$ cat config.mk
export PLATFORM = sky130hd
export DESIGN_NAME = fp_rf_sequencer
export DESIGN_NICKNAME = d
export VERILOG_FILES = /design/src/rtl/fpseq_pkg.sv /design/src/rtl/fpseq_perf.sv /design/src/rtl/fp_rf_sequencer.sv
export SDC_FILE = /design/constraint.sdc
export NUM_CORES = 1
export LEC_CHECK = 0
export ABC_CLOCK_PERIOD_IN_PS = 1700
export CELL_PAD_IN_SITES_DETAIL_PLACEMENT = 0
export CELL_PAD_IN_SITES_GLOBAL_PLACEMENT = 1
export CORE_MARGIN = 3
export CORE_UTILIZATION = 30
export CTS_CLUSTER_DIAMETER = 80
export DETAILED_ROUTE_END_ITERATION = 7
export PLACE_DENSITY = 0.84
export SKIP_LAST_GASP = 1
export SLEW_MARGIN = 25
export SYNTH_ARGS = -nofsm -noshare
export SYNTH_HDL_FRONTEND = slang
export SYNTH_SLANG_ARGS = --single-unit
$ cat constraint.sdc
create_clock -name clk -period 1.7 [get_ports clk]
set_input_delay 0.34 -clock clk [delete_from_list [all_inputs] [get_ports clk]]
set_output_delay 0.34 -clock clk [all_outputs]
set_load 0.01 [all_outputs]
$ cat src/rtl/fpseq_pkg.sv
// Shared types and default widths for the fp register-file sequencer.
// Optional performance counters are enabled with FPSEQ_PERF_EN.
package fpseq_pkg;

    localparam int FPSEQ_ADDR_W = 5;
    localparam int FPSEQ_DATA_W = 32;
    localparam int FPSEQ_CNT_W  = 16;

    localparam logic OP_ADD   = 1'b0;
    localparam logic OP_CHECK = 1'b1;

    typedef enum logic [2:0] {
        IDLE,
        RA,
        RB,
        RC,
        EX,
        WB
    } state_t;

endpackage

$ cat src/rtl/fpseq_perf.sv
// Purpose: saturating response / CHECK-miss counter pair (only built under FPSEQ_PERF_EN).
// Latency: counters update one cycle after the response pulse.
// Backpressure: none; observes the response pulse only.
module fpseq_perf
    import fpseq_pkg::*;
#(
    parameter int CNT_W = FPSEQ_CNT_W
) (
    input  logic             clk,
    input  logic             reset,
    input  logic             resp_valid,
    input  logic             resp_check,
    input  logic             resp_match,
    output logic [CNT_W-1:0] op_count,
    output logic [CNT_W-1:0] miss_count
);

    localparam logic [CNT_W-1:0] CNT_ONE = {{(CNT_W-1){1'b0}}, 1'b1};

    always_ff @(posedge clk) begin
        if (reset) begin
            op_count   <= '0;
            miss_count <= '0;
        end else begin
            if (resp_valid && (op_count != '1))
                op_count <= op_count + CNT_ONE;
            if (resp_valid && resp_check && !resp_match && (miss_count != '1))
                miss_count <= miss_count + CNT_ONE;
        end
    end

endmodule

$ cat src/rtl/fp_rf_sequencer.sv
// Purpose: sequences a single-port register file and an external fp adder (ADD / CHECK commands).
// Latency: write 5 cycles after accept, response pulse and ready 6 cycles after accept.
// Backpressure: cmd_ready only in IDLE; commands offered while busy are ignored. Perf counters under FPSEQ_PERF_EN.
module fp_rf_sequencer
    import fpseq_pkg::*;
#(
    parameter int ADDR_W = FPSEQ_ADDR_W,
    parameter int DATA_W = FPSEQ_DATA_W
`ifdef FPSEQ_PERF_EN
    ,
    parameter int CNT_W  = FPSEQ_CNT_W
`endif
) (
    input  logic              clk,
    input  logic              reset,
    input  logic              cmd_valid,
    output logic              cmd_ready,
    input  logic              cmd_op,
    input  logic [ADDR_W-1:0] cmd_src_a,
    input  logic [ADDR_W-1:0] cmd_src_b,
    input  logic [ADDR_W-1:0] cmd_dst,
    output logic [ADDR_W-1:0] rf_addr,
    output logic              rf_we,
    output logic [DATA_W-1:0] rf_wdata,
    input  logic [DATA_W-1:0] rf_rdata,
    output logic [DATA_W-1:0] fa_a,
    output logic [DATA_W-1:0] fa_b,
    input  logic [DATA_W-1:0] fa_sum,
    output logic              resp_valid,
    output logic [DATA_W-1:0] resp_data,
    output logic              resp_match
`ifdef FPSEQ_PERF_EN
    ,
    output logic [CNT_W-1:0]  op_count,
    output logic [CNT_W-1:0]  miss_count
`endif
);

    state_t            state, state_nxt;
    logic              op_q;
    logic [ADDR_W-1:0] src_a_q, src_b_q, dst_q;
    logic [DATA_W-1:0] opa, opb, opc, sum;

    assign fa_a = opa;
    assign fa_b = opb;

    always_ff @(posedge clk) begin
        if (reset) state <= IDLE;
        else       state <= state_nxt;
    end

    // Read data lags the address by one cycle, so each operand is captured one state after its read.
    always_comb begin
        state_nxt = state;
        cmd_ready = 1'b0;
        rf_addr   = '0;
        rf_we     = 1'b0;
        rf_wdata  = '0;
        case (state)
            IDLE: begin
                cmd_ready = !reset;
                if (cmd_valid) state_nxt = RA;
            end
            RA: begin
                rf_addr   = src_a_q;
                state_nxt = RB;
            end
            RB: begin
                rf_addr   = src_b_q;
                state_nxt = RC;
            end
            RC: begin
                rf_addr   = dst_q;
                state_nxt = EX;
            end
            EX: state_nxt = WB;
            WB: begin
                rf_addr   = dst_q;
                state_nxt = IDLE;
                if ((op_q == OP_ADD) && !reset) begin
                    rf_we    = 1'b1;
                    rf_wdata = sum;
                end
            end
            default: state_nxt = IDLE;
        endcase
    end

    always_ff @(posedge clk) begin
        if (reset) begin
            op_q       <= OP_ADD;
            src_a_q    <= '0;
            src_b_q    <= '0;
            dst_q      <= '0;
            opa        <= '0;
            opb        <= '0;
            opc        <= '0;
            sum        <= '0;
            resp_valid <= 1'b0;
            resp_data  <= '0;
            resp_match <= 1'b0;
        end else begin
            resp_valid <= (state == WB);
            if ((state == IDLE) && cmd_valid) begin
                op_q    <= cmd_op;
                src_a_q <= cmd_src_a;
                src_b_q <= cmd_src_b;
                dst_q   <= cmd_dst;
            end
            case (state)
                RB: opa <= rf_rdata;
                RC: opb <= rf_rdata;
                EX: begin
                    opc <= rf_rdata;
                    sum <= fa_sum;
                end
                WB: begin
                    resp_data  <= sum;
                    resp_match <= (op_q == OP_CHECK) && (sum == opc);
                end
                default: ;
            endcase
        end
    end

`ifdef FPSEQ_PERF_EN
    fpseq_perf #(.CNT_W(CNT_W)) u_perf (
        .clk        (clk),
        .reset      (reset),
        .resp_valid (resp_valid),
        .resp_check (op_q),
        .resp_match (resp_match),
        .op_count   (op_count),
        .miss_count (miss_count)
    );
`endif

endmodule
# Word level (Yosys, flattened, before mapping)
# Cells that the tools add are included.
# totals
input_bits,83
output_inout_bits,137
register_bits,181
word_cells,34
# classes
eq_ne,7
muxes,8
n_bitwise,1
n_reduce_logical,6
# op_table
operator,n
$mux 32,2
$eq 32x32->1,1
$pmux 3 s5,1
$pmux 5 s3,1
$eq 3x2->1 const B,2
$eq 3x3->1 const B,2
$eq 3x1->1 const B,1
$logic_and 1x1->1,3
$logic_not 3->1,1
$mux 1,3
$mux 3,1
$ne 2x2->1 const B,1
$reduce_or 2->1,1
$logic_not 1->1,1
$not 1->1,1

# Longest topological paths before layout
# depth
word_depth,4
depth_mapped,7
ltp_nobuf,5

# Worst setup path before layout
# OpenSTA, ideal clock, no wires.
# synth_timing
path_type,reg-to-output
from,register state[1]
to,output port rf_wdata[22]
stages_incl_launch_ff,6
path_slack_ns,-0.074
t_required_ns,1.360
arrival_ns,1.434
path_buffers,2
path_cell_list,dfxtp_1 -> buf_2 -> nand3b_4 -> nor3_1 -> clkbuf_1 -> and2_1
# synth_via
elab_chain_len,2
# synth_lines
element,line,source
from (decl),fp_rf_sequencer.sv:39,"state_t state, state_nxt;"
from (signal assigned),fp_rf_sequencer.sv:49,else state <= state_nxt;
$eq 3x3->1,fp_rf_sequencer.sv:59,case (state)
$mux 32,fp_rf_sequencer.sv:59,
to (decl),fp_rf_sequencer.sv:24,"output logic [DATA_W-1:0] rf_wdata,"
# Every way passes these cells.

# Final worst setup path
# layout_timing
from,register state[1]
to,output port rf_addr[0]
# layout_via
elab_chain_len,3
elab_cells_between_ends,6
cone_classes,4 x eq/ne; 1 x mux; 1 x reduce/logical
# layout_lines
element,line,source
$eq 3x3->1 or $eq 3x2->1 (tied branches),fp_rf_sequencer.sv:59,
$reduce_or 2->1 (no source line),n/a,
$pmux 5 s3 *,fp_rf_sequencer.sv:59,
to (decl),fp_rf_sequencer.sv:22,"output logic [ADDR_W-1:0] rf_addr,"
# Mark *: on every way between the ends. The rest lies on a longest branch, timed or not.

==> results.tsv <==
stage	metric	value	unit
sta	finalSetupTns	-9.53	ns
place	pre_cts_ws	-0.231	ns
die	initial_utilization	0.306	
finish	layout.nets	1216	
synth	syn_inst	898	
synth	synthSimpleGateAreaFrac	0.254	
cts	cts_made_buffers	17	
routing	vias	6688	
synth	synth_compound_area_frac	0.138	
power_and_ir_drop	ir_drop	0.000678	V
cts	cts_tree	yes	
critical_path	end_kind	output port	
sta	fmax	498	MHz
routing	firstDrtPassIters	5	
critical_path	critical_path_required	1.36	ns
die	ios	220	
critical_path	r2r_start	state[1]	
finish	antennaDiodeCount	0	
run	cap_violations	0	
outcome	violations	negative setup slack	
place	port_buffers	219	
global_routing	grt-ovfl-total	0	
synth	synth_top_area_cell	dfxtp_1	
min_path	hp-class	in2reg	
finish	drive_above_1_share	0.160	
sta	finalCritPeriodShare	1.18	
die	die_w	158	um
finish	stdcell_area	10700	um^2
finish	area_delta_synth_final	53.3	%
synth	yosysWarnings	0	
critical_path	crit_family	buffers and inverters	
routing	drtIter0Drc	359	
sta	final-hold-violation-count	0	
routing	drc_errors	0	
sta	rsz0062_at_grt	yes	
routing	wl_per_cell	16.9	um
sta	drv_slew	0	
global_routing	grt_pass1_wl	35700	um
cts	clk_pin_slew	0.07	ns
sta	skew	0.0122	ns
critical_path	cp-start-kind	flip-flop	
synth	yosysSeqAreaShare	0.521	
cts	htree_levels	4	
finish	nFillCells	2206	
critical_path	path_common_cell	buf_4	
synth	ys_types	27	
sta	setup_viol	40	
critical_path	cp.arrival	1.67	ns
place	finalWeightedCongestion	0.825	
critical_path	max_stage_delay	0.34	ns
synth	syn_area	6960	um^2
routing	drt-total-wl	24300	um
power_and_ir_drop	p_leak	4.60	nW
finish	regArea	3630	um^2
cts	ctsHoldBuffers	0	
synth	netlist_top_cells_area	dfxtp_1 (52%), nand2_1 (20%), a21oi_1 (13%)	
finish	multiInputGateArea	3200	um^2
routing	ant_nets	0	
synth	synth_top_family_by_area	simple AND/OR/NAND/NOR gates	
synth	syn_area_per_cell	7.75	um^2
cts	cts.sinks	181	
synth	netlist.area_leader.share	0.521	
place	dp_hpwl	16200	um
sta	max_slew_margin	0.663	
die	num_rows	55	
routing	vias_per_cell	4.67	
die	core_area	22700	um^2
critical_path	worstSetupStartpoint	state[1]	
place	post_dp_cell_area	9740	um^2
synth	synth_fa_ha_area_frac	0	
sta	fin_ws	-0.308	ns
power_and_ir_drop	power_density	927	nW/um^2
sta	timing.hold.ws	0.342	ns
global_routing	grt_pass1_vias	6345	
synth	synth-seq-cells	181	
outcome	status	finished with violations	
sta	fin_crit	2.01	ns
global_routing	grt.total_usage	0.184	
global_routing	antenna_found_initial	0	
synth	synth_nets	981	
min_path	worst_hold_startpoint	reset	
critical_path	crit_buf_inv	3	
critical_path	slowest_stage	dfxtp_2	
cts	cts_root_buf	clkbuf_16	
global_routing	grt_max_degree	112	
synth	synthXorXnorAreaFrac	0.0428	
critical_path	path_max_fanout	3	
critical_path	path_cells	buf_4, buf_4, mux2_2, a22oi_2, o21ai_1, buf_2	
sta	worst_slew_pin_slew	0.505	ns
synth	synthMuxAreaShare	0.00647	
die	dieArea	25100	um^2
cts	clock_latency	0.43	ns
cts	clk_path_buf_depth	2	
die	die_y	158	um
critical_path	crit_type	reg2out	
per-stage QoR:
step | power (mW) | utilization | cells
after floorplan | 5.06 | - | 898
after global placement | 5.72 | 0.429 | 1389
after detailed placement | 5.74 | 0.429 | 1389
after CTS | 9.96 | 0.459 | 1430
after global routing | 10.3 | 0.470 | 1431
final | 9.88 | 0.470 | 1431
cell families (layout without fill, tap and decap cells):
| family | Yosys count | count (layout) |
|---|---|---|
| simple gates | 424 | 424 |
| compound gates | 189 | 189 |
| flops | 181 | 181 |
| buf+inv | 66 | 314 |
| xor+xnor | 34 | 34 |
| mux | 4 | 4 |
synthesized netlist by cell type:
| cell type | n |
|---|---|
| a2111oi_0 | 1 |
| a21oi_1 | 177 |
| a22o_1 | 1 |
| a22oi_1 | 4 |
| and2_1 | 35 |
| and2_2 | 1 |
| buf_1 | 10 |
| buf_2 | 13 |
| clkbuf_1 | 43 |
| dfxtp_1 | 181 |
| mux2_2 | 4 |
| nand2_1 | 363 |
| nand3_1 | 1 |
| nand3b_1 | 1 |
| nand3b_4 | 1 |
| nand4_1 | 4 |
| nor2_1 | 4 |
| nor2_2 | 1 |
| nor2b_1 | 2 |
| nor3_1 | 4 |
| nor4_1 | 3 |
| nor4_2 | 3 |
| o21ai_0 | 5 |
| o21ai_1 | 1 |
| or4_1 | 1 |
| xnor2_1 | 13 |
| xor2_1 | 21 |
what timing repair did:
| item | CTS | global route |
|---|---|---|
| endpoints found under the hold margin | 0 | 0 |
| setup buffers | 8 | 1 |
| resized for setup | 213 | 67 |
| cloned | 2 | 3 |
| pin swaps | 14 | 6 |
| endpoints found under the setup margin | 43 | 156 |
power by group:
group	internal (mW)	switching (mW)
Clock	2.49	1.72
Sequential	4.38	0.0930
Combinational	0.595	0.610
Total	7.46	2.42
tightest hold or removal path, stage by stage:
cell	delay [ns]
buf_6	0.09
buf_4	0.13
nor2_2	0.05
buf_4	0.12
metal layers:
| layer | routed length (um) | share of wire | global-route usage | up-vias |
|---|---|---|---|---|
| li1 | - | - | - | 3364 |
| met1 | 11400 | 0.47 | 0.257 | 3108 |
| met2 | 11000 | 0.45 | 0.277 | 199 |
| met3 | 1600 | 0.066 | 0.0563 | 17 |
| met4 | 324 | 0.013 | 0.0520 | 0 |
| met5 | 0 | 0 | 0 | - |
state kept, by name, indices dropped and copies added, names as in the netlist, 3 cells and up:
register   count
sum           32
fa_a          32
src_b_q        5
src_a_q        5
opc           32
state          3
resp_data     32
dst_q          5
fa_b          32
layout by cell type (no fill, tap or decap), types with 2 or more instances in the layout:
master           instances
nand2_1                361
dfxtp_1                178
a21oi_1                177
clkdlybuf4s50_1        140
buf_4                   45
dlymetal6s2s_1          36
buf_6                   31
and2_4                  22
xor2_1                  20
clkbuf_16               19
buf_2                   17
and2_1                  13
xnor2_1                 13
buf_12                   7
o21ai_1                  5
a22oi_2                  4
nor4_2                   4
nand4_1                  4
clkbuf_8                 4
mux2_2                   3
nor2_2                   3
bufinv_16                3
dlygate4sd2_1            3
nor2_1                   2
nand2_2                  2
nor3_1                   2
nor4_1                   2
clkinvlp_4               2
clkinv_2                 2
dfxtp_2                  2
path summary, 6_finish.rpt:
path	to	slack, ns	cells after the start
worst min-delay path	resp_valid	0.34	4
worst min register to register	fa_a[18]	0.45	2
worst max-delay path	rf_addr[0]	-0.31	6
worst max register to register	resp_match	-0.02	6
area by class of cell:
| type | count | area share |
|---|---|---|
| Clock buffer | 22 | 0.0454 |
| Multi-Input combinational cell | 651 | 0.300 |
| Tap cell | 285 | 0.0334 |
| Sequential cell | 181 | 0.340 |
| Timing Repair Buffer | 282 | 0.268 |
| Clock inverter | 10 | 0.0135 |
(Power assumes the default switching activity.)
